## src/rtl/float_divider.sv

```systemverilog
// Sequential restoring floating-point divider (a / b), one quotient bit per cycle,
// truncating result, with start/busy/done handshake and FPU status flags.
module float_divider #(
  parameter int FLOAT_SIZE    = 32,
  parameter int EXPONENT_SIZE = 8,
  parameter int MANTISSA_SIZE = 23,
  parameter int BIAS          = 127
) (
  input  logic                  clk,
  input  logic                  rst_n,
  input  logic                  start,
  input  logic [FLOAT_SIZE-1:0] a,
  input  logic [FLOAT_SIZE-1:0] b,
  output logic                  busy,
  output logic                  done,
  output logic [FLOAT_SIZE-1:0] out,
  output logic                  overflow,
  output logic                  underflow,
  output logic                  inexact,
  output logic                  zero,
  output logic                  div_by_zero
);

  localparam int N  = MANTISSA_SIZE + 2;
  localparam int CW = $clog2(N + 1);
  localparam int EW = EXPONENT_SIZE + 2;

  localparam logic [1:0] S_IDLE   = 2'd0;
  localparam logic [1:0] S_DIVIDE = 2'd1;
  localparam logic [1:0] S_NORM   = 2'd2;
  localparam logic [1:0] S_DONE   = 2'd3;

  localparam logic signed [EW-1:0] EXP_MAX  = EW'((1 << EXPONENT_SIZE) - 1);
  localparam logic signed [EW-1:0] EXP_ONE  = EW'(1);
  localparam logic signed [EW-1:0] EXP_ZERO = EW'(0);

  logic [1:0]             state_q, state_d;
  logic                   sign_q, sign_d;
  logic signed [EW-1:0]   exp_q, exp_d;
  logic [N-1:0]           rem_q, rem_d;
  logic [N-1:0]           dvs_q, dvs_d;
  logic [N-1:0]           quo_q, quo_d;
  logic [CW-1:0]          cnt_q, cnt_d;
  logic                   bz_q, bz_d;
  logic                   busy_q, busy_d;
  logic                   done_q, done_d;
  logic [FLOAT_SIZE-1:0]  out_q, out_d;
  logic                   ovf_q, ovf_d;
  logic                   unf_q, unf_d;
  logic                   inx_q, inx_d;
  logic                   zero_q, zero_d;
  logic                   dbz_q, dbz_d;

  logic                   ge_s;
  logic [N-1:0]           diff_s;
  logic signed [EW-1:0]   exp_adj_s;
  logic [MANTISSA_SIZE-1:0] man_s;
  logic                   inx_s;
  logic [EXPONENT_SIZE-1:0] ea_s, eb_s;

  // Next-state logic: handshake, restoring iteration, normalization and range checks
  always_comb begin
    state_d   = state_q;
    sign_d    = sign_q;
    exp_d     = exp_q;
    rem_d     = rem_q;
    dvs_d     = dvs_q;
    quo_d     = quo_q;
    cnt_d     = cnt_q;
    bz_d      = bz_q;
    busy_d    = busy_q;
    done_d    = 1'b0;
    out_d     = out_q;
    ovf_d     = ovf_q;
    unf_d     = unf_q;
    inx_d     = inx_q;
    zero_d    = zero_q;
    dbz_d     = dbz_q;
    ea_s      = a[FLOAT_SIZE-2 -: EXPONENT_SIZE];
    eb_s      = b[FLOAT_SIZE-2 -: EXPONENT_SIZE];
    ge_s      = (rem_q >= dvs_q);
    diff_s    = ge_s ? (rem_q - dvs_q) : rem_q;
    exp_adj_s = exp_q;
    man_s     = quo_q[N-2:1];
    inx_s     = 1'b0;

    case (state_q)
      S_IDLE: begin
        if (start) begin
          sign_d = a[FLOAT_SIZE-1] ^ b[FLOAT_SIZE-1];
          exp_d  = $signed({2'b00, ea_s}) - $signed({2'b00, eb_s}) + EW'(BIAS);
          rem_d  = {1'b0, 1'b1, a[MANTISSA_SIZE-1:0]};
          dvs_d  = {1'b0, 1'b1, b[MANTISSA_SIZE-1:0]};
          quo_d  = '0;
          cnt_d  = '0;
          busy_d = 1'b1;
          bz_d   = (eb_s == '0);
          // Zero operands bypass the iteration entirely
          if ((eb_s == '0) || (ea_s == '0)) begin
            state_d = S_DONE;
          end else begin
            state_d = S_DIVIDE;
          end
        end else begin
          state_d = S_IDLE;
        end
      end
      S_DIVIDE: begin
        quo_d = {quo_q[N-2:0], ge_s};
        rem_d = diff_s << 1;
        cnt_d = cnt_q + CW'(1);
        if (cnt_q == CW'(N - 1)) begin
          state_d = S_NORM;
        end else begin
          state_d = S_DIVIDE;
        end
      end
      S_NORM: begin
        if (quo_q[N-1]) begin
          man_s     = quo_q[N-2:1];
          exp_adj_s = exp_q;
          inx_s     = quo_q[0] | (|rem_q);
        end else begin
          man_s     = quo_q[N-3:0];
          exp_adj_s = exp_q - EXP_ONE;
          inx_s     = |rem_q;
        end
        dbz_d = 1'b0;
        if (exp_adj_s >= EXP_MAX) begin
          out_d  = {sign_q, {EXPONENT_SIZE{1'b1}}, {MANTISSA_SIZE{1'b0}}};
          ovf_d  = 1'b1;
          unf_d  = 1'b0;
          inx_d  = 1'b1;
          zero_d = 1'b0;
        end else if (exp_adj_s <= EXP_ZERO) begin
          out_d  = {sign_q, {EXPONENT_SIZE{1'b0}}, {MANTISSA_SIZE{1'b0}}};
          ovf_d  = 1'b0;
          unf_d  = 1'b1;
          inx_d  = 1'b1;
          zero_d = 1'b1;
        end else begin
          out_d  = {sign_q, exp_adj_s[EXPONENT_SIZE-1:0], man_s};
          ovf_d  = 1'b0;
          unf_d  = 1'b0;
          inx_d  = inx_s;
          zero_d = 1'b0;
        end
        done_d  = 1'b1;
        state_d = S_DONE;
      end
      S_DONE: begin
        // Arrival with done low means a special operand still needs its result
        if (done_q) begin
          busy_d  = 1'b0;
          state_d = S_IDLE;
        end else begin
          ovf_d  = 1'b0;
          unf_d  = 1'b0;
          inx_d  = 1'b0;
          done_d = 1'b1;
          if (bz_q) begin
            out_d  = {sign_q, {EXPONENT_SIZE{1'b1}}, {MANTISSA_SIZE{1'b0}}};
            zero_d = 1'b0;
            dbz_d  = 1'b1;
          end else begin
            out_d  = {sign_q, {EXPONENT_SIZE{1'b0}}, {MANTISSA_SIZE{1'b0}}};
            zero_d = 1'b1;
            dbz_d  = 1'b0;
          end
          state_d = S_DONE;
        end
      end
      default: begin
        busy_d  = 1'b0;
        state_d = S_IDLE;
      end
    endcase
  end

  // State and output registers with synchronous active-low reset
  always_ff @(posedge clk) begin
    if (!rst_n) begin
      state_q <= S_IDLE;
      sign_q  <= 1'b0;
      exp_q   <= '0;
      rem_q   <= '0;
      dvs_q   <= '0;
      quo_q   <= '0;
      cnt_q   <= '0;
      bz_q    <= 1'b0;
      busy_q  <= 1'b0;
      done_q  <= 1'b0;
      out_q   <= '0;
      ovf_q   <= 1'b0;
      unf_q   <= 1'b0;
      inx_q   <= 1'b0;
      zero_q  <= 1'b0;
      dbz_q   <= 1'b0;
    end else begin
      state_q <= state_d;
      sign_q  <= sign_d;
      exp_q   <= exp_d;
      rem_q   <= rem_d;
      dvs_q   <= dvs_d;
      quo_q   <= quo_d;
      cnt_q   <= cnt_d;
      bz_q    <= bz_d;
      busy_q  <= busy_d;
      done_q  <= done_d;
      out_q   <= out_d;
      ovf_q   <= ovf_d;
      unf_q   <= unf_d;
      inx_q   <= inx_d;
      zero_q  <= zero_d;
      dbz_q   <= dbz_d;
    end
  end

  assign busy        = busy_q;
  assign done        = done_q;
  assign out         = out_q;
  assign overflow    = ovf_q;
  assign underflow   = unf_q;
  assign inexact     = inx_q;
  assign zero        = zero_q;
  assign div_by_zero = dbz_q;

endmodule

```

## config.mk

```make
export PLATFORM = sky130hd
export DESIGN_NAME = float_divider
export DESIGN_NICKNAME = d
export VERILOG_FILES = /design/src/rtl/float_divider.sv
export SDC_FILE = /design/constraint.sdc
export NUM_CORES = 1
export LEC_CHECK = 0
export CORE_MARGIN = 10
export CORE_UTILIZATION = 55
export CTS_CLUSTER_SIZE = 12
export DETAILED_ROUTE_END_ITERATION = 6
export PLACE_DENSITY = 0.86
export SLEW_MARGIN = 20
export SYNTH_ARGS = -nofsm -noshare
export SYNTH_HDL_FRONTEND = slang
export SYNTH_SLANG_ARGS = --single-unit
```

## constraint.sdc

```tcl
create_clock -name clk -period 5.2 [get_ports clk]
set_input_delay 1.04 -clock clk [delete_from_list [all_inputs] [get_ports clk]]
set_output_delay 1.04 -clock clk [all_outputs]
set_load 0.005 [all_outputs]
```

-- Yosys cells after proc, flatten, opt, wreduce, memory -nomap -nowiden
Index checks and enable logic that the tools add are counted.
- register bits after elaboration: 132
- bits of input ports: 67
- output and inout bits: 39
- logic and storage cells: 86
- add/sub/neg operators: 5
- magnitude comparators: 3
- equal/unequal tests: 7
- muxes and demuxes: 41
- bitwise gates (word level): 2
- reductions and logical operators: 12
- operators by type and width (cell ; number):
    one-hot mux 25 bit (2 select lines) ; 2
    two-way mux 31 bit ; 3
    one-hot mux 32 bit (2 select lines) ; 1
    two-way mux 25 bit ; 2
    two-way mux 32 bit ; 1
    >= comparator 25 x 24 -> 1 bit ; 1
    OR reduction 25 bit ; 1
    two-way mux 24 bit ; 1
    subtractor 24 bit ; 1
    two-way mux 23 bit ; 1
    two-way mux 10 bit ; 2
    zero test 8 bit ; 2
    two-way mux 1 bit ; 14
    one-hot mux 1 bit (2 select lines) ; 7
    adder 9 x 8 -> 10 bit, second input constant ; 1
    >= comparator 10 x 9 -> 1 bit, second input constant ; 1
    less-or-equal comparator 10 x 1 -> 1 bit, second input constant ; 1
    one-hot mux 5 bit (2 select lines) ; 1
    subtractor 10 x 2 -> 10 bit, second input constant ; 1
    subtractor 8 x 8 -> 9 bit ; 1
    two-way mux 2 bit ; 4
    one-hot mux 2 bit (4 select lines) ; 1
    != test 2 bit, second input constant ; 3
    AND reduction 2 bit ; 3
    11 further kinds ; 14

-- Depth between registers and ports, before layout
Gate-level depths: netlist (run 1).
- depth after elaboration: 7
- gate-level depth with buffers: 13
- gate-level depth less buffers: 12

-- Worst setup path after synthesis (run 1)
OpenSTA, ideal clock, no wires.
- kind: input-to-reg
- start: input port a[23]
- end: register exp_q[6]
- arrival: 3.039 ns
- path slack: 2.070 ns
- stages: 11
- path through: inv_1 -> ha_1 -> inv_1 -> fa_1 -> a21o_1 -> a21oi_1 -> o21bai_1 -> a211oi_1 -> a21oi_1 -> or3_1 -> a311oi_1
- word-level cells in the longest chain between the ends: 2
- RTL lines (element ; line ; RTL):
    start: declaration ; 12 ; input logic [FLOAT_SIZE-1:0] a,
    subtractor 8 x 8 -> 9 bit ; 91 ; exp_d = $signed({2'b00, ea_s}) - $signed({2'b00, eb_s}) + EW'(BIAS);
    adder 9 x 8 -> 10 bit ; 91 ;
    end signal: assignment ; 202 ; exp_q <= exp_d;
    end: declaration ; 39 ; logic signed [EW-1:0] exp_q, exp_d;
Every way passes these cells.
A chain may end at the register's enable or synchronous reset.

-- Worst setup path in the final report (run 1)
- start: register rem_q[19]
- end: register rem_q[8]
- word-level cells in the longest chain between the ends: 3
- RTL lines (element ; line ; RTL):
    start: declaration ; 40 ; logic [N-1:0] rem_q, rem_d;
    start signal: assignment ; 203 ; rem_q <= rem_d;
    >= comparator 25 x 24 -> 1 bit ; 81 ; ge_s = (rem_q >= dvs_q);
    two-way mux 24 bit ; 82 ; diff_s = ge_s ? (rem_q - dvs_q) : rem_q;
    one-hot mux 25 bit (2 select lines) ; 87 ; case (state_q)
Every way passes these cells.

==> impl_metrics.tcl, run 1 <==
set metrics [dict create \
    drt_wl_total_mm 20.3 \
    yosysSeqAreaShare_pct 34.7 \
    cap_violations 0 \
    grt_pass1_wl_mm 32.7 \
    synth_area_leader_cell "dfxtp_1" \
    synth-async-reset-ratio_pct 0 \
    synth_top_family_by_area "simple AND/OR/NAND/NOR gates" \
    fin_crit_ps 3510 \
    htreeDepth 4 \
    clkSinkCount 132 \
    status "finished clean" \
    synth_fa_ha_area_share_pct 6.44 \
    critPathKind "reg -> reg" \
    fmax_mhz 285 \
    end_kind "register" \
    cp_max_fo 25 \
    core_um2 13400 \
    multiInputGateArea_um2 4550 \
    ys_ff_latch 132 \
    holdBufCountCts 0 \
    drv_slew 0 \
    synth-compound-area-share_pct 21.5 \
    crit_chain "ha_1, and3_1, and2_1, a221oi_1, nand3_1, a31oi_1, or2_1, nand2_1, a311oi_1" \
    syn-num-nets 1108 \
    arrival_ps 3830 \
    slew-limit-headroom_pct 29.8 \
    powerDensity_nw_per_um2 366 \
    antenna_found_initial 0 \
    nFillCells 1090 \
    post_cts_buffers 0 \
    syn-cell-area_um2 7620 \
    dp_hpwl_mm 14.5 \
    grt_max_degree 54 \
    first_pass_iters 7 \
    drt-initial-drc-count 748 \
    synthSimpleGateAreaFrac_pct 24.2 \
    die-area_um2 19000 \
    grt.overflow.total 0 \
    grt_pass1_vias 6753 \
    crit_path_start_kind "register" \
    synth_ff_type "dfxtp_1" \
    diodes 0 \
    synthMuxAreaShare_pct 3.68 \
    io_buffers 105 \
    place_congestion 0.956 \
    cts_resized 0 \
    netlist_top_cells_area "dfxtp_1 (35%), nand2_1 (10%), a21oi_1 (6.6%)" \
    drive_gt1_share_pct 5.26 \
    cpMaxStageDelayCell "or2_1" \
    cts_buffer_depth 2 \
    ir_drop_mv 0.292 \
    vias 7362 \
    skew_ps 6.68 \
    io_pins 106 \
    ctsRootBufferMaster "clkbuf_16" \
    avgSynthCellArea_um2 7.60 \
    cellLeakagePower_uw 0.00339 \
    synth-edff-count 0 \
    syn_to_final_growth_pct 22.3 \
    synth_warnings 0 \
    worst_pin_slew_ps 1050 \
    die_height_um 138 \
    final_core_util_pct 69.5 \
    initial_utilization_pct 56.9 \
    track_usage_pct 21.0 \
    rsz0062_at_grt "false" \
    hold_path_class "reg -> reg" \
    synth_cell_types 66 \
    clk_pin_slew_ps 60 \
    cts_made_buffers 17 \
    rows 42 \
    wl_per_cell_um 16.1 \
    hold_viol_final 0 \
    fin_nets 1177 \
    slowest_delay_ps 850 \
    cts_tree "yes" \
    fin_crit_sh_pct 67.6 \
    synth.top_cell.area_share_pct 34.7 \
    setup-violations-final 0 \
    synth_xor_area_share_pct 3.56 \
    die_w_um 138 \
    vias_per_cell 5.84 \
    netlist_instances 1003 \
    route.detailed.drc 0 \
    clk_latency_ps 420 \
    cp.required_ps 5520 \
    tns_ps 0 \
    ant_nets 0 \
    area.sequential_um2 2640 \
]
## area by class of cell
class                           count  share of cell area [%]
Timing Repair Buffer              113                    12.1
Tap cell                          176                    2.36
Multi-Input combinational cell    758                    48.8
Inverter                           50                    2.01
Clock buffer                       20                    5.01
Clock inverter                     11                    1.37
Sequential cell                   132                    28.4
## flip-flops by register name, indices dropped and copies added, names as in the netlist, 2 cells and up
register / flops
cnt_q: 5
dvs_q: 24
exp_q: 10
out: 32
quo_q: 25
rem_q: 25
state_q: 2
## critical path: cells and delay by family, from the launching register on
| kind | cells | cell delay, ps |
|---|---|---|
| AOI/OAI and AO/OA | 3 | 1060 |
| adders and majority gates | 1 | 410 |
| DFF | 1 | 350 |
| and+or+nand+nor | 5 | 1590 |
## path summary, 6_finish.rpt
kind / start / endpoint / slack (ps) / cells past startpoint
min: out[11]$_SDFFE_PN0P_ / out[11]$_SDFFE_PN0P_ / 440 / 2
max reg2reg: rem_q[19]$_SDFFE_PN0P_ / rem_q[8]$_SDFFE_PN0P_ / 1690 / 9
max: rem_q[19]$_SDFFE_PN0P_ / rem_q[8]$_SDFFE_PN0P_ / 1690 / 9
min reg2reg: out[11]$_SDFFE_PN0P_ / out[11]$_SDFFE_PN0P_ / 440 / 2
## routing by layer
metal | wire length, um | global-route usage, % | vias up
met5 | 0 | 0 | -
met4 | 329 | 6.66 | 0
met3 | 1180 | 3.90 | 31
met2 | 9760 | 35.1 | 243
met1 | 9020 | 26.6 | 3412
li1 | - | - | 3676
## cells in the mapped netlist (3+ instances only)
master,n
nand2_1,207
dfxtp_1,132
a21oi_1,100
nand3_1,62
inv_1,49
clkbuf_1,45
nor2_1,45
ha_1,36
o21ai_0,34
mux2i_1,28
xnor2_1,26
o21ai_1,20
a211oi_1,14
and3_1,12
nor4_1,12
a311oi_1,11
a31oi_1,11
nand2b_1,11
a21o_1,10
nor3_1,10
buf_1,9
or3_1,8
nor2b_1,7
o211ai_1,7
o21a_1,7
a221o_1,6
nand4_1,6
buf_2,5
xor2_1,5
a21boi_0,4
or2_2,4
a211o_1,3
a221oi_1,3
a41oi_1,3
buf_6,3
nand3b_1,3
nor3b_1,3
nor4b_1,3
o211a_1,3
o31a_1,3
## per-stage QoR
stage                     instances  area [um^2]  hold slack, ps  total power, uW  setup WS (ps)
after global placement         1228         8700             437             2180           1510
after CTS                      1259         9300             450             3390           1770
final                          1260         9320             445             3410           1690
after detailed placement       1228         8700             443             2190           1420
after global routing           1260         9320             464             3570           1490
after floorplan                1003         7620             435             1950           2070
## power by group
part | switching [uW] | internal, uW | total, uW
Combinational | 648 | 429 | 1080
Sequential | 67.4 | 1070 | 1140
Clock | 454 | 742 | 1200
## placed cells by master, fill, tap and decap left out, types with 8 or more instances in the layout
cell type | Yosys | routed
and3_1 | 12 | 12
nor3_1 | 10 | 10
a21o_1 | 10 | 10
mux2i_1 | 28 | 28
nor4_1 | 12 | 12
a31oi_1 | 11 | 11
nand2b_1 | 11 | 9
a311oi_1 | 11 | 11
clkdlybuf4s50_1 | 0 | 105
or3_1 | 8 | 8
dfxtp_1 | 132 | 131
clkbuf_16 | 0 | 17
ha_1 | 36 | 36
nor2_1 | 45 | 44
inv_1 | 49 | 49
a21oi_1 | 100 | 99
a211oi_1 | 14 | 14
nand3_1 | 62 | 62
xnor2_1 | 26 | 26
o21ai_0 | 34 | 34
nand2_1 | 207 | 207
o21ai_1 | 20 | 20
## logic make-up (layout without fill, tap and decap cells)
| group | Yosys count | count (layout) |
|---|---|---|
| and+or+nand+nor | 401 | 401 |
| DFF | 132 | 132 |
| AOI/OAI and AO/OA | 260 | 260 |
| muxes | 28 | 28 |
| buffers and inverters | 113 | 194 |
| adders and majority gates | 38 | 38 |
| xor gates and xnor gates | 31 | 31 |
Power figures use the tool's default switching activity.
==> inputs of run 2 (changes only) <==
- CORE_UTILIZATION: 55 -> 50
- PLACE_DENSITY: 0.86 -> 0.83
- clock period: 5.2 -> 2.8 ns (I/O delays scaled with it)
==> run 2 against run 1 <==
  * Total power grew 100%
  * Highest routed layer unchanged
  * Die area grew 8.5%
  * Combinational power grew 130%
  * Critical path type is now in -> reg
  * Design area grew 7.4%
  * Clock power grew 94%
==> impl_metrics.tcl, run 2 (synthesis gave the netlist of run 1 again) <==
set metrics [dict create \
    holdBufCountCts 0 \
    setup_slack_ps 69.2 \
    status "finished clean" \
    post_cts_buffers 0 \
    hold_start "out[18]$_SDFFE_PN0P_" \
    critPathKind "in -> reg" \
    cts_tree "yes" \
    hold_path_class "reg -> reg" \
    first_pass_iters 7 \
    tns_ps 0 \
    die_height_um 143 \
    core_um2 15100 \
    powerDensity_nw_per_um2 694 \
    multiInputGateArea_um2 4660 \
    route.detailed.drc 0 \
    drt-initial-drc-count 509 \
    cellLeakagePower_uw 0.00376 \
    die-area_um2 20600 \
    ant_nets 0 \
    end_kind "register" \
    track_usage_pct 20.4 \
    fin_crit_sh_pct 97.5 \
    drt_wl_total_mm 21.6 \
    cp.required_ps 3140 \
    fmax_mhz 366 \
    antenna_found_initial 0 \
    r2r-start "dvs_q[8]$_SDFFE_PN0P_" \
    p_total_uw 6940 \
    drv_slew 0 \
    design_area_um2 10000 \
    vias_per_cell 5.74 \
    skew_ps 7.36 \
    wl_per_cell_um 16.1 \
    worst_pin_slew_ps 652 \
    pre_cts_slack_ps -445 \
    vias 7698 \
    nFillCells 1261 \
    clk_pin_slew_ps 60 \
    final_core_util_pct 66.3 \
    cp_max_fo 4 \
    grt.overflow.total 0 \
    layout_common_cells "nand2_1 (207), dfxtp_1 (130), clkdlybuf4s50_1 (105)" \
    cpMaxStageDelayCell "clkdlybuf4s50_1" \
    placed_area_um2 9280 \
    cap_violations 0 \
    io_pins 106 \
    crit_path_frequent_cell "a21oi_2" \
    r2r_setup_slack_ps 90 \
    clkSinkCount 132 \
    ir_drop_mv 0.500 \
    rows 45 \
    initial_utilization_pct 50.5 \
    hold_depth 2 \
    io_buffers 105 \
    htreeDepth 4 \
    fin_crit_ps 2730 \
    grt_pass1_vias 7138 \
    slew-limit-headroom_pct 56.1 \
    hold_path_end "out[18]$_SDFFE_PN0P_" \
    fin_nets 1244 \
    crit_chain "clkdlybuf4s50_1, ha_1, inv_1, fa_2, a21o_1, a21oi_2, o21bai_1, a211oi_2, a21oi_2, or3_1, a311oi_1" \
    hold_viol_final 0 \
    cts_made_buffers 17 \
    die_w_um 143 \
    drive_gt1_share_pct 12.7 \
    setup-violations-final 0 \
    grt_max_degree 89 \
    grt_pass1_wl_mm 34.3 \
    place_congestion 0.969 \
    largest_register_ffs 32 \
    ctsRootBufferMaster "clkbuf_16" \
    clk_latency_ps 430 \
    rr_endpoint "rem_q[7]$_SDFFE_PN0P_" \
    diodes 0 \
    slowest_delay_ps 480 \
    layout_commonest_cell "nand2_1" \
    area.sequential_um2 2650 \
    arrival_ps 3070 \
    crit_path_start_kind "input pin" \
    dp_hpwl_mm 15.6 \
    syn_to_final_growth_pct 31.3 \
    cts_buffer_depth 2 \
    ff2ff_path_depth 10 \
]
## run 2: cell count changes in the layout (fill, tap and decap cells not counted), sizes merged
cell / before / now
buf: 8 / 75
inv: 51 / 55
clkinv: 5 / 3
bufinv: 2 / 3
clkbuf: 20 / 19
clkinvlp: 3 / 2
## run 2: stage by stage
step | hold WS [ps] | std cells
floorplan | 435 | 1003
detailed placement | 443 | 1308
global route | 460 | 1340
CTS | 451 | 1340
finish | 449 | 1340
global placement | 434 | 1308
## run 2: per-layer routing
metal / track usage (%) / share of wire [%] / wire length, um / vias up
met2: 34.1 / 48 / 10300 / 282
met1: 25.0 / 43 / 9350 / 3558
met3: 4.39 / 6.6 / 1430 / 48
met5: 0 / 0 / 0 / -
met4: 8.01 / 2.3 / 499 / 0
li1: - / - / - / 3810
## run 2: how the worst max path moves through the flow
stage	slack, ps	cells past startpoint	startpoint	to
after floorplan	150	11	a[23]	exp_q[6]$_SDFFE_PN0P_
after global placement	-390	11	b[23]	exp_q[6]$_SDFFE_PN0P_
after detailed placement	-440	12	b[23]	exp_q[7]$_SDFFE_PN0P_
after CTS	0.3	12	b[23]	exp_q[7]$_SDFFE_PN0P_
after global routing	-40	11	b[23]	exp_q[6]$_SDFFE_PN0P_
final	70	11	b[23]	exp_q[6]$_SDFFE_PN0P_
## run 2: power by group
part	switching (uW)	internal, uW	total, uW
sequential	114	1980	2100
clock	888	1440	2330
combinational	1350	1170	2520
## run 2: final cells by class
type,instances,share of cell area [%]
clock buffer,19,4.43
clock inverter,13,1.71
inverter,50,1.88
multi-input combinational,758,46.5
sequential,132,26.4
tap,188,2.35
timing repair buffer,180,16.7
## run 2: repair_timing
action                     in CTS  in global routing
gates resized for setup         2                 28
setup endpoints to repair      11                 50
pin swaps                       0                  4
## run 2: worst max-delay path, delay by kind of cell
family | cells | cell delay, ps
AO/OA/AOI/OAI | 6 | 1070
adder cells (fa/ha/maj) | 2 | 520
buffers and inverters | 2 | 540
AND/OR/NAND/NOR | 1 | 380
==> inputs of run 3 (changes only) <==
- CORE_MARGIN: 10 -> 4
==> run 3 against run 2 <==
  * Register-to-register slack about the same
  * Sequential share of layout area hardly changed
  * Design area about the same
  * Global-route usage grew 2.6 points
  * Largest power group unchanged
==> impl_metrics.tcl, run 3 (synthesis gave the netlist of run 1 again) <==
set metrics [dict create \
    crit_chain "clkdlybuf4s50_1, inv_1, ha_1, nor2b_1, o21ai_1, a21boi_1, o31a_1, a211o_1, or3_1, a311oi_2" \
    ff2ff_path_depth 9 \
    end_kind "register" \
    pre_cts_slack_ps -486 \
    die-area_um2 17300 \
    cap_violations 0 \
    fin_nets 1252 \
    area.sequential_um2 2640 \
    cp_max_fo 4 \
    rows 44 \
    p_total_uw 6760 \
    layout_common_cells "nand2_1 (207), dfxtp_1 (131), clkdlybuf4s50_1 (105)" \
    diodes 0 \
    setup-violations-final 0 \
    io_pins 106 \
    grt_pass1_vias 6912 \
    slowest_delay_ps 490 \
    rsz0062_at_grt "true" \
    io_buffers 105 \
    worst_pin_slew_ps 702 \
    initial_utilization_pct 51.6 \
    nFillCells 1238 \
    hold_depth 2 \
    hold_ws_ps 447 \
    grt.overflow.total 0 \
    place_congestion 0.933 \
    fmax_mhz 362 \
    cts_buffer_depth 2 \
    die_w_um 131 \
    hold_viol_final 0 \
    largest_register_ffs 32 \
    vias_per_cell 5.72 \
    drt-initial-drc-count 564 \
    drt_wl_total_mm 20.6 \
    grt_max_degree 89 \
    final_core_util_pct 67.9 \
    antenna_found_initial 0 \
    holdBufCountCts 0 \
    clkSinkCount 132 \
    cts_tree "yes" \
    core_um2 14800 \
    layout_commonest_cell "nand2_1" \
    slew-limit-headroom_pct 52.9 \
    hold_path_class "reg -> reg" \
    dp_hpwl_mm 14.9 \
    setup_slack_ps 40.0 \
    cpMaxStageDelayCell "clkdlybuf4s50_1" \
    multiInputGateArea_um2 4660 \
    drive_gt1_share_pct 12.6 \
    fin_crit_sh_pct 98.6 \
    powerDensity_nw_per_um2 675 \
    die_height_um 131 \
    arrival_ps 3100 \
    cp.required_ps 3140 \
    htreeDepth 4 \
    vias 7684 \
    wl_per_cell_um 15.3 \
    fin_crit_ps 2760 \
    track_usage_pct 23.0 \
    cellLeakagePower_uw 0.00379 \
    route.detailed.drc 0 \
    first_pass_iters 5 \
    syn_to_final_growth_pct 31.4 \
    drv_slew 0 \
    tns_ps 0 \
    status "finished clean" \
    cts_made_buffers 17 \
    clk_pin_slew_ps 60 \
    crit_path_start_kind "input pin" \
    ant_nets 0 \
    clk_latency_ps 420 \
    grt_pass1_wl_mm 33.4 \
    ctsRootBufferMaster "clkbuf_16" \
    skew_ps 5.21 \
    ir_drop_mv 0.508 \
    critPathKind "in -> reg" \
]
[run 3: critical path, delay by kind of cell]
kind	cells	cell delay [ps]
buffers and inverters	2	570
adders and majority gates	1	270
and+or+nand+nor	2	460
AOI/OAI and AO/OA	5	1240
[run 3: path summary, 6_finish.rpt]
path / start / to / slack (ps)
worst min register to register: out[17]$_SDFFE_PN0P_ / out[17]$_SDFFE_PN0P_ / 450
worst max register to register: rem_q[7]$_SDFFE_PN0P_ / rem_q[7]$_SDFFE_PN0P_ / 90
worst max-delay path: b[24] / exp_q[6]$_SDFFE_PN0P_ / 40
worst min-delay path: out[17]$_SDFFE_PN0P_ / out[17]$_SDFFE_PN0P_ / 450
[run 3: timing repair]
item                       4_1_cts  5_1_grt
resized for setup                4       17
pin swaps                        0        4
setup endpoints to repair       21       54
setup buffers                    0        1
[run 3: report_power, final]
| part | total, uW | switching, uW | internal [uW] |
|---|---|---|---|
| Clock | 2170 | 832 | 1330 |
| Sequential | 2090 | 102 | 1980 |
| Combinational | 2510 | 1350 | 1160 |
[run 3: metal layers]
layer  vias to the layer above  GRT usage [%]  routed length (um)
met3                        30           5.20                1340
met1                      3574           30.1                9140
met4                         0           7.47                 345
met2                       245           37.8                9750
met5                         -              0                   0
li1                       3835              -                   -
[run 3: stage by stage]
stage / instances / cell area [um^2]
finish: 1344 / 10000
detailed placement: 1311 / 9310
global placement: 1311 / 9310
floorplan: 1003 / 7620
CTS: 1343 / 9910
global route: 1344 / 10000
[run 3: final cells by class]
type | count | share of cell area, %
clock buffers | 20 | 4.46
repair buffers | 188 | 17.1
flip-flops and latches | 132 | 26.4
multi-input cells | 758 | 46.6
inverters | 50 | 1.87
well taps | 184 | 2.30
clock inverters | 12 | 1.31
